[config.mk]
export PLATFORM = sky130hd
export DESIGN_NAME = pedal_mult_arbiter
export DESIGN_NICKNAME = d
export VERILOG_FILES = /design/src/rtl/pedal_mult_arbiter.sv
export SDC_FILE = /design/constraint.sdc
export NUM_CORES = 1
export LEC_CHECK = 0
export CAP_MARGIN = 10
export CORE_MARGIN = 4
export CORE_UTILIZATION = 58
export CTS_BUF_LIST = sky130_fd_sc_hd__clkbuf_8 sky130_fd_sc_hd__clkbuf_16
export CTS_CLUSTER_DIAMETER = 120
export DETAILED_ROUTE_END_ITERATION = 10
export PLACE_DENSITY_LB_ADDON = 0.25
export SYNTH_ARGS = -nofsm -noshare
export SYNTH_HDL_FRONTEND = slang
export SYNTH_SLANG_ARGS = --single-unit
[constraint.sdc]
create_clock -name CLK -period 8.2 [get_ports CLK]
set_input_delay 1.23 -clock CLK [delete_from_list [all_inputs] [get_ports CLK]]
set_output_delay 1.23 -clock CLK [all_outputs]
set_load 0.005 [all_outputs]
[src/rtl/pedal_mult_arbiter.sv]
// Purpose: round-robin share of one signed Q1.15 16x16 multiplier among N_REQ effect blocks.
// Latency: request to Grant 1 cycle minimum; Grant to Result_valid exactly 2 cycles.
// Backpressure: none downstream; requesters hold Req/operands until their Grant pulse.
module pedal_mult_arbiter #(
  parameter int N_REQ = 4,  // 2..4 requesters
  parameter int W     = 16  // operand/result width, Q1.(W-1)
) (
  input  logic               CLK,
  input  logic               RESET,
  input  logic [N_REQ-1:0]   Req,
  input  logic [N_REQ*W-1:0] Op_a,
  input  logic [N_REQ*W-1:0] Op_b,
  output logic [N_REQ-1:0]   Grant,
  output logic [W-1:0]       Result,
  output logic               Result_valid,
  output logic [1:0]         Result_id,
  output logic               Busy
);

  localparam logic [W-1:0] MIN_Q = {1'b1, {(W-1){1'b0}}};
  localparam logic [W-1:0] MAX_Q = {1'b0, {(W-1){1'b1}}};

  // Arbitration state: registered grant pulse, its index, and the priority pointer.
  logic [N_REQ-1:0] grant_q, grant_d;
  logic [1:0]       grant_id_q, grant_id_d;
  logic [1:0]       ptr_q, ptr_d;

  // Arbiter scratch.
  logic [3:0] elig;
  logic [2:0] idx;
  logic       win_vld;
  logic [1:0] win_id;

  // Operand selection for the requester currently holding the grant.
  logic [W-1:0] sel_a, sel_b;

  // Stage 1: captured operands and owner id.
  logic                s1_vld_q;
  logic [1:0]          s1_id_q;
  logic signed [W-1:0] s1_a_q, s1_b_q;

  // Stage 2: scaled product and owner id, held until the next valid result.
  logic         s2_vld_q;
  logic [1:0]   s2_id_q;
  logic [W-1:0] s2_res_q, s2_res_d;

  logic signed [2*W-1:0] prod;
  logic                  sat;
  logic                  prod_unused;

  // Pick the first eligible requester scanning from ptr; the requester being
  // granted this cycle is masked so a held Req re-enters only after its pulse.
  always_comb begin
    elig             = '0;
    elig[N_REQ-1:0]  = Req & ~grant_q;
    win_vld          = 1'b0;
    win_id           = 2'd0;
    idx              = 3'd0;
    for (int off = 0; off < N_REQ; off++) begin
      idx = 3'(ptr_q) + 3'(off);
      if (idx >= 3'(N_REQ)) begin
        idx = idx - 3'(N_REQ);
      end
      if (!win_vld && elig[idx[1:0]]) begin
        win_vld = 1'b1;
        win_id  = idx[1:0];
      end
    end
  end

  // Next grant pulse, its index, and the pointer advance past the winner.
  always_comb begin
    grant_d    = '0;
    grant_id_d = grant_id_q;
    ptr_d      = ptr_q;
    for (int i = 0; i < N_REQ; i++) begin
      grant_d[i] = win_vld && (win_id == 2'(i));
    end
    if (win_vld) begin
      grant_id_d = win_id;
      ptr_d      = (win_id == 2'(N_REQ - 1)) ? 2'd0 : win_id + 2'd1;
    end
  end

  // Route the granted requester's operands toward stage 1.
  always_comb begin
    sel_a = '0;
    sel_b = '0;
    for (int i = 0; i < N_REQ; i++) begin
      if (grant_q[i]) begin
        sel_a = Op_a[i*W +: W];
        sel_b = Op_b[i*W +: W];
      end
    end
  end

  // Full-width signed product; -1.0 * -1.0 is the single unrepresentable case.
  always_comb begin
    prod        = {{W{s1_a_q[W-1]}}, s1_a_q} * {{W{s1_b_q[W-1]}}, s1_b_q};
    sat         = (s1_a_q == MIN_Q) && (s1_b_q == MIN_Q);
    // Arithmetic shift by W-1 keeps bits [2W-2:W-1]; low bits truncate toward -inf.
    s2_res_d    = sat ? MAX_Q : prod[2*W-2:W-1];
    prod_unused = ^{prod[2*W-1], prod[W-2:0]};
  end

  // Arbiter registers; reset clears grants and returns priority to requester 0.
  always_ff @(posedge CLK) begin
    if (RESET) begin
      grant_q    <= '0;
      grant_id_q <= 2'd0;
      ptr_q      <= 2'd0;
    end else begin
      grant_q    <= grant_d;
      grant_id_q <= grant_id_d;
      ptr_q      <= ptr_d;
    end
  end

  // Stage 1 captures operands at the edge that ends the Grant cycle.
  always_ff @(posedge CLK) begin
    if (RESET) begin
      s1_vld_q <= 1'b0;
      s1_id_q  <= 2'd0;
      s1_a_q   <= '0;
      s1_b_q   <= '0;
    end else begin
      s1_vld_q <= |grant_q;
      if (|grant_q) begin
        s1_id_q <= grant_id_q;
        s1_a_q  <= sel_a;
        s1_b_q  <= sel_b;
      end
    end
  end

  // Stage 2 registers the scaled product; result and id hold between valids.
  always_ff @(posedge CLK) begin
    if (RESET) begin
      s2_vld_q <= 1'b0;
      s2_id_q  <= 2'd0;
      s2_res_q <= '0;
    end else begin
      s2_vld_q <= s1_vld_q;
      if (s1_vld_q) begin
        s2_id_q  <= s1_id_q;
        s2_res_q <= s2_res_d;
      end
    end
  end

  assign Grant        = grant_q;
  assign Result       = s2_res_q;
  assign Result_valid = s2_vld_q;
  assign Result_id    = s2_id_q;
  assign Busy         = s1_vld_q | s2_vld_q;

endmodule

After elaboration in Yosys (flattened, before gate mapping):

Index checks and enable logic that the tools add are counted.

* bits in registers: 62
* word-level logic and storage cells: 78

* reduce and logical (&&, ||, !) cells: 13
* equal/unequal tests: 5
* magnitude comparators: 8
* multiply operators: 1
* add/subtract/negate cells: 8
* bitwise logic cells: 3
* multiplexer cells: 30

Operator list (count)
* 2-to-1 mux 16 bit: 9
* equality test 16 bit, second input constant: 2
* multiplier 16 x 16 -> 31 bit: 1
* 2-to-1 mux 2 bit: 9
* < comparator 2 x 3 -> 1 bit, second input constant: 4
* greater-or-equal comparator 3 bit, second input constant: 3
* binary-select mux 1 bit (select 2 bit): 4
* logical AND 1 bit: 8
* 2-to-1 mux 1 bit: 8
* subtractor 2 x 1 -> 2 bit, second input constant: 4
* adder 2 x 2 -> 3 bit, second input constant: 2
* bitwise AND 4 bit: 1
* equality test 2 bit, second input constant: 2
* NOT 4 bit: 1
* OR reduction 4 bit: 1
* adder 2 x 1 -> 3 bit, second input constant: 1
* greater-or-equal comparator 2 x 3 -> 1 bit, second input constant: 1
* zero test 1 bit: 3
* adder 2 x 1 -> 2 bit, second input constant: 1
* equality test 2 x 1 -> 1 bit, second input constant: 1
* zero test 2 bit: 1
* bitwise OR 1 bit: 1

Depth between registers and ports, before layout:

Gate-level depths: netlist (run 1).

* depth in word-level cells: 16
* depth in mapped cells: 24
* mapped depth without buffers: 22

Worst setup path before layout (run 1):

OpenSTA, ideal clock, no wires.

* path type: reg-to-reg
* start: register s1_a_q[15]
* end: register s2_res_q[15] (netlist: Result[15])
* path slack: 2.229 ns
* required time: 8.066 ns
* path buffers: 2
* arrival time: 5.837 ns
* stages on the path, launching flop included: 21
* period minus slack after synthesis: 5.971 ns
* cell sequence: dfxtp_1 clkbuf_1 clkbuf_1 nand2_1 inv_1 fa_1 inv_1 fa_1 inv_1 fa_1 fa_1 fa_1 fa_1 ha_1 a21o_1 a21oi_1 nor3b_1 a211oi_2 a211oi_2 xnor2_1 o32ai_1

* cells in the longest elaborated chain, start to end: 3
* elaborated cells between the ends (all ways): 4
* classes of those cells: mul (1); eq/ne (1); mux (1); reduce/logical (1)

RTL lines
* from (decl): line 40 `logic signed [W-1:0] s1_a_q, s1_b_q;`
* from (signal assigned): line 130 `s1_a_q <= sel_a;`
* branches (longest 2 deep; another with multiplier 16 x 16 -> 31 bit)
* 2-to-1 mux 16 bit *: line 102 `s2_res_d = sat ? MAX_Q : prod[2*W-2:W-1];`
* to (signal assigned): line 146 `s2_res_q <= s2_res_d;`
* to (decl): line 45 `logic [W-1:0] s2_res_q, s2_res_d;`

Every way passes the cells marked *.
A chain may end at the register's enable or synchronous reset.

Worst setup path after layout (run 1):

* start: register s1_b_q[7]
* end: register s2_res_q[9] (netlist: Result[9])

* cells in the longest elaborated chain, start to end: 3
* elaborated cells between the ends (all ways): 4
* classes of those cells: mul (1); eq/ne (1); mux (1); reduce/logical (1)

RTL lines
* from (decl): line 40
* from (signal assigned): line 131 `s1_b_q <= sel_b;`
* branches (longest 2 deep; another with multiplier 16 x 16 -> 31 bit)
* 2-to-1 mux 16 bit *: line 102

Marks and branches as above.

==> flow_metrics.py, run 1 <==
metrics = {
    "synthesis": {
        "synth_top_area_share_pct": 41.2,
        "synth_nets": 1891,
        "syn_area_per_cell_sq_um": 8.71,
        "synth_cells": 1421,
        "synth.area.top_cells": "fa_1, dfxtp_1, inv_1",
        "synth.cell_area_sq_um": 12400,
        "synth_common_cells": "inv_1, fa_1, nor2_1",
        "seq_area_frac_synth_pct": 10.0,
        "async_flop_share_pct": 0,
        "yosysUniqueCellTypes": 53,
        "ys_ff_latch": 62,
        "synth_edf_count": 0,
        "ys.flop_type": "dfxtp_1",
        "yosys_warnings": 0,
        "synth_top_area_cell": "fa_1",
        "synth.most_common_cell": "inv_1",
    },
    "placed_design": {
        "dp_hpwl_mm": 27.0,
        "placedInstanceArea_sq_um": 14000,
        "pre_cts_ws_ps": 1750,
        "gp_congestion": 0.931,
        "port_buffers": 157,
        "place_inst": 1772,
    },
    "run": {
        "max_cap_violations": 0,
    },
    "worst_setup_path": {
        "slowest_stage": "dfxtp_1",
        "crit_top_cell": "fa_1",
        "critPathMaxStageDelay_ps": 860,
        "cp_cell_sequence": "nand2_1 -> fa_1 -> inv_1 -> fa_1 -> inv_1 -> fa_1 -> inv_1 -> fa_1 -> fa_1 -> inv_1 -> fa_1 -> inv_1 -> ha_1 -> o21a_1 -> o211ai_1 -> o21ai_0 -> nor3_2 -> inv_2 -> a31o_1 -> xnor2_1 -> a211oi_1",
        "critical_path_arrival_ps": 6790,
        "critPathKind": "flop to flop",
        "cp.required_ps": 8470,
        "worst-path-max-fanout": 18,
        "worstSetupEndpointType": "flop",
        "critPathBufInv": 6,
        "path_delay_family": "adder cells",
        "cp-start-kind": "flop",
    },
    "cells_and_area": {
        "area_delta_synth_final_pct": 15.8,
        "layout-drive-gt1-share_pct": 2.91,
        "nets": 1978,
        "regArea_sq_um": 1240,
        "nFillCells": 1704,
        "finish.utilization_pct": 68.2,
        "n_antenna_cell": 0,
        "multi_input_area_sq_um": 9730,
        "final_cells": 1788,
        "fin_area_sq_um": 14300,
    },
    "clocking": {
        "clockRootBuffer": "clkbuf_16",
        "clk_latency_ps": 350,
        "cts_buffers": 9,
        "clk_pin_slew_ps": 70,
        "htree_levels": 3,
        "cts_buffer_depth": 2,
        "holdBufCountCts": 0,
        "cts.sinks": 62,
        "cts_tree": "yes",
        "post_cts_resized": 0,
        "postCtsSetupBuffers": 0,
    },
    "grt": {
        "grt_start_max_net_pins": 68,
        "grt_util_all_layers_pct": 30.2,
        "grt_overflow": 0,
        "antenna_found_initial": 1,
        "grt_pass1_vias": 10700,
        "grt_pass1_wl_mm": 56.3,
    },
    "power_and_ir_drop": {
        "p_total_mw": 3.83,
        "power_density_nw_per_um2": 267,
        "p_leak_nw": 7.04,
        "ir_drop_mv": 0.242,
    },
    "detailed_routing": {
        "drt-initial-drc-count": 702,
        "drc_errors": 0,
        "wl_mm": 33.6,
        "vias_per_cell": 5.50,
        "dr.pass1.iters": 5,
        "drtAntennaViolNets": 0,
        "wl_per_cell_um": 18.8,
        "num_vias": 9838,
    },
    "timing": {
        "fin_hold_ws_ps": 463,
        "worst_pin_slew_ps": 1150,
        "clock_skew_ps": 7.21,
        "hold_viol_final": 0,
        "period_needed_ps": 6530,
        "finalSetupTns_ps": 0,
        "setup_viol": 0,
        "relSlewSlack_pct": 23.2,
        "fmax_ghz": 0.153,
        "rsz0062_at_grt": "false",
        "setup_slack_ps": 1670,
        "finalCritPeriodShare_pct": 79.6,
        "drv_slew": 0,
    },
    "floorplan": {
        "start_util_pct": 58.9,
        "die-area_sq_um": 23700,
        "io_pins": 158,
        "die_h_um": 154,
        "coreArea_sq_um": 21000,
        "die_w_um": 154,
        "rows": 53,
    },
    "status": {
        "status": "complete, no violations",
    },
    "hold_path": {
        "hp-class": "flop to flop",
    },
}
[registers in the layout, summed over array words and instances (netlist names)]
name,count
Grant,4
Result,16
Result_id,2
Result_valid,1
grant_id_q,2
ptr_q,2
s1_a_q,16
s1_b_q,16
s1_id_q,2
s1_vld_q,1
[cell families after synthesis]
family	share of synthesized area (%)
and+or+nand+nor	16.8
DFF	10.0
xor gates and xnor gates	1.91
buffers and inverters	11.5
AOI/OAI and AO/OA	10.1
adders and majority gates	49.4
muxes	0.323
[layout by cell type (no fill, tap or decap), types with 9 or more instances in the layout]
cell / count
nor2_1: 139
xnor2_1: 19
nand2_1: 137
dfxtp_1: 60
a211oi_1: 12
a21oi_1: 54
a22oi_1: 31
clkbuf_16: 9
a221oi_1: 33
clkdlybuf4s50_1: 156
ha_1: 81
fa_1: 255
inv_1: 288
and2_1: 120
[tightest hold or removal path: stages (launching register included)]
cell and delay, ps:
dfxtp_1 310, nand2_1 50, a21oi_1 60
[report_power, final]
part	total [mW]	internal (mW)	switching, mW
Sequential	0.770	0.408	0.361
Combinational	2.65	1.15	1.50
Clock	0.411	0.240	0.171
[worst paths after layout]
| path | start | to | slack, ps | cells past startpoint |
|---|---|---|---|---|
| worst max register to register | s1_b_q[7]$_SDFFE_PP0P_ | Result[9]$_SDFFE_PP0P_ | 1670 | 21 |
| worst max-delay path | s1_b_q[7]$_SDFFE_PP0P_ | Result[9]$_SDFFE_PP0P_ | 1670 | 21 |
| worst min register to register | grant_id_q[1]$_SDFFE_PP0P_ | grant_id_q[1]$_SDFFE_PP0P_ | 460 | 2 |
| worst min-delay path | grant_id_q[1]$_SDFFE_PP0P_ | grant_id_q[1]$_SDFFE_PP0P_ | 460 | 2 |
[routing by layer]
layer	vias to the layer above	part of all wire, %	track usage [%]	wire length [um]
met2	349	51	51.8	17000
met3	79	5.8	4.19	1960
met1	4896	39	39.5	13300
met4	2	4.0	10.8	1360
li1	4512	-	-	-
met5	-	0.051	0	17
[layout make-up]
| class | count | area share (%) |
|---|---|---|
| inverters | 289 | 7.57 |
| flip-flops and latches | 62 | 8.68 |
| multi-input cells | 981 | 67.9 |
| clock inverters | 7 | 0.576 |
| repair buffers | 165 | 11.3 |
| well taps | 275 | 2.40 |
| clock buffers | 9 | 1.57 |
(Power assumes the default switching activity.)
==> run 2, diff against run 1 <==
- clock period: 8.2 -> 6.3 ns (I/O delays scaled with it)
==> flow_metrics.py, run 2 (synthesis results as in run 1) <==
metrics = {
    "worst_setup_path": {
        "critical_path_arrival_ps": 6340,
        "cp.required_ps": 6570,
        "worstSetupEndpointType": "flop",
        "critPathKind": "flop to flop",
        "cp-start-kind": "flop",
        "worst-path-max-fanout": 11,
    },
    "placed_design": {
        "dp_hpwl_mm": 28.4,
        "pre_cts_ws_ps": -14.3,
        "gp_congestion": 0.953,
        "placedInstanceArea_sq_um": 14400,
        "port_buffers": 157,
        "place_inst": 1815,
    },
    "cells_and_area": {
        "n_antenna_cell": 0,
        "finish.utilization_pct": 70.0,
        "area_delta_synth_final_pct": 18.9,
        "nFillCells": 1672,
        "fin_area_sq_um": 14700,
        "mostFrequentLayoutCell": "inv_1",
        "layout-drive-gt1-share_pct": 6.74,
        "layout_common_cells": "inv_1, fa_1, clkdlybuf4s50_1, nor2_1, nand2_1",
        "nets": 2022,
        "final_cells": 1832,
    },
    "run": {
        "max_cap_violations": 0,
    },
    "timing": {
        "period_needed_ps": 6070,
        "hold_viol_final": 0,
        "setup_viol": 0,
        "setup_slack_ps": 232,
        "worst_pin_slew_ps": 1160,
        "finalSetupTns_ps": 0,
        "finalCritPeriodShare_pct": 96.3,
        "clock_skew_ps": 11.6,
        "relSlewSlack_pct": 22.4,
        "drv_slew": 0,
        "fin_hold_ws_ps": 473,
        "fmax_ghz": 0.165,
    },
    "detailed_routing": {
        "drt-initial-drc-count": 600,
        "drtAntennaViolNets": 0,
        "num_vias": 10200,
        "dr.pass1.iters": 5,
        "wl_per_cell_um": 18.8,
        "wl_mm": 34.4,
        "vias_per_cell": 5.54,
        "drc_errors": 0,
    },
    "floorplan": {
        "io_pins": 158,
        "coreArea_sq_um": 21000,
        "start_util_pct": 58.9,
        "die_w_um": 154,
        "die_h_um": 154,
        "rows": 53,
        "die-area_sq_um": 23700,
    },
    "clocking": {
        "cts_buffer_depth": 2,
        "clk_pin_slew_ps": 60,
        "cts_buffers": 9,
        "clockRootBuffer": "clkbuf_16",
        "clk_latency_ps": 350,
        "cts.sinks": 62,
        "cts_tree": "yes",
        "htree_levels": 3,
    },
    "power_and_ir_drop": {
        "ir_drop_mv": 0.371,
        "p_leak_nw": 7.29,
        "power_density_nw_per_um2": 349,
        "p_total_mw": 5.14,
    },
    "grt": {
        "grt_start_max_net_pins": 68,
        "grt_util_all_layers_pct": 30.5,
        "antenna_found_initial": 0,
        "grt_pass1_wl_mm": 56.6,
        "grt_pass1_vias": 11000,
        "grt_overflow": 0,
    },
    "status": {
        "status": "complete, no violations",
    },
    "hold_path": {
        "hp-class": "flop to flop",
    },
}
## run 2: cell type report
cell class	count	area [sq um]	share of cell area (%)
timing repair buffer	209	1970	13.4
tap	275	344	2.34
inverter	289	1080	7.37
clock buffer	9	225	1.53
sequential	62	1260	8.58
clock inverter	7	81.3	0.553
multi-input combinational	981	9750	66.2
## run 2: power breakdown
part / leakage [nW] / internal [mW] / switching, mW
clock network: 0.140 / 0.311 / 0.223
logic: 6.63 / 1.61 / 2.17
registers: 0.516 / 0.541 / 0.283
total: 7.29 / 2.46 / 2.68
## run 2: worst max-delay path, cell delays in order (launching register included)
cell	delay (ps)
dfxtp_1	560
buf_4	280
nand2_1	90
fa_1	480
inv_1	50
fa_1	490
fa_1	610
fa_1	460
fa_1	500
inv_1	50
fa_1	470
inv_1	40
ha_1	350
and3_1	220
nand2_1	90
nor4_4	320
nor2_2	120
a211oi_2	320
nor2_1	100
xor2_1	160
a211oi_2	210
## run 2: final timing paths
check                                   from                         end  slack, ps  cells after the start
setup reg to reg      s1_b_q[9]$_SDFFE_PP0P_     Result[12]$_SDFFE_PP0P_        230                     20
setup / recovery      s1_b_q[9]$_SDFFE_PP0P_     Result[12]$_SDFFE_PP0P_        230                     20
hold / removal    grant_id_q[1]$_SDFFE_PP0P_  grant_id_q[1]$_SDFFE_PP0P_        470                      2
hold reg to reg   grant_id_q[1]$_SDFFE_PP0P_  grant_id_q[1]$_SDFFE_PP0P_        470                      2
## run 2: repair_timing
action                                  in CTS  in global routing
endpoints found under the setup margin       2                  8
pin swaps                                    0                  2
setup buffers                                0                  1
hold buffers                                 0                  0
resized for setup                            1                 19
## run 2: layer usage
layer	GRT usage (%)	routed length, um	up-vias
li1	-	-	4604
met1	38.0	13100	5097
met2	53.3	17700	368
met3	4.48	2200	84
met4	12.4	1460	0
met5	0	0	-
==> run 3, diff against run 2 <==
- CAP_MARGIN: 10 -> default
==> results of run 3 <==
The final DEF is identical to that of run 2; final timing and power are the same.
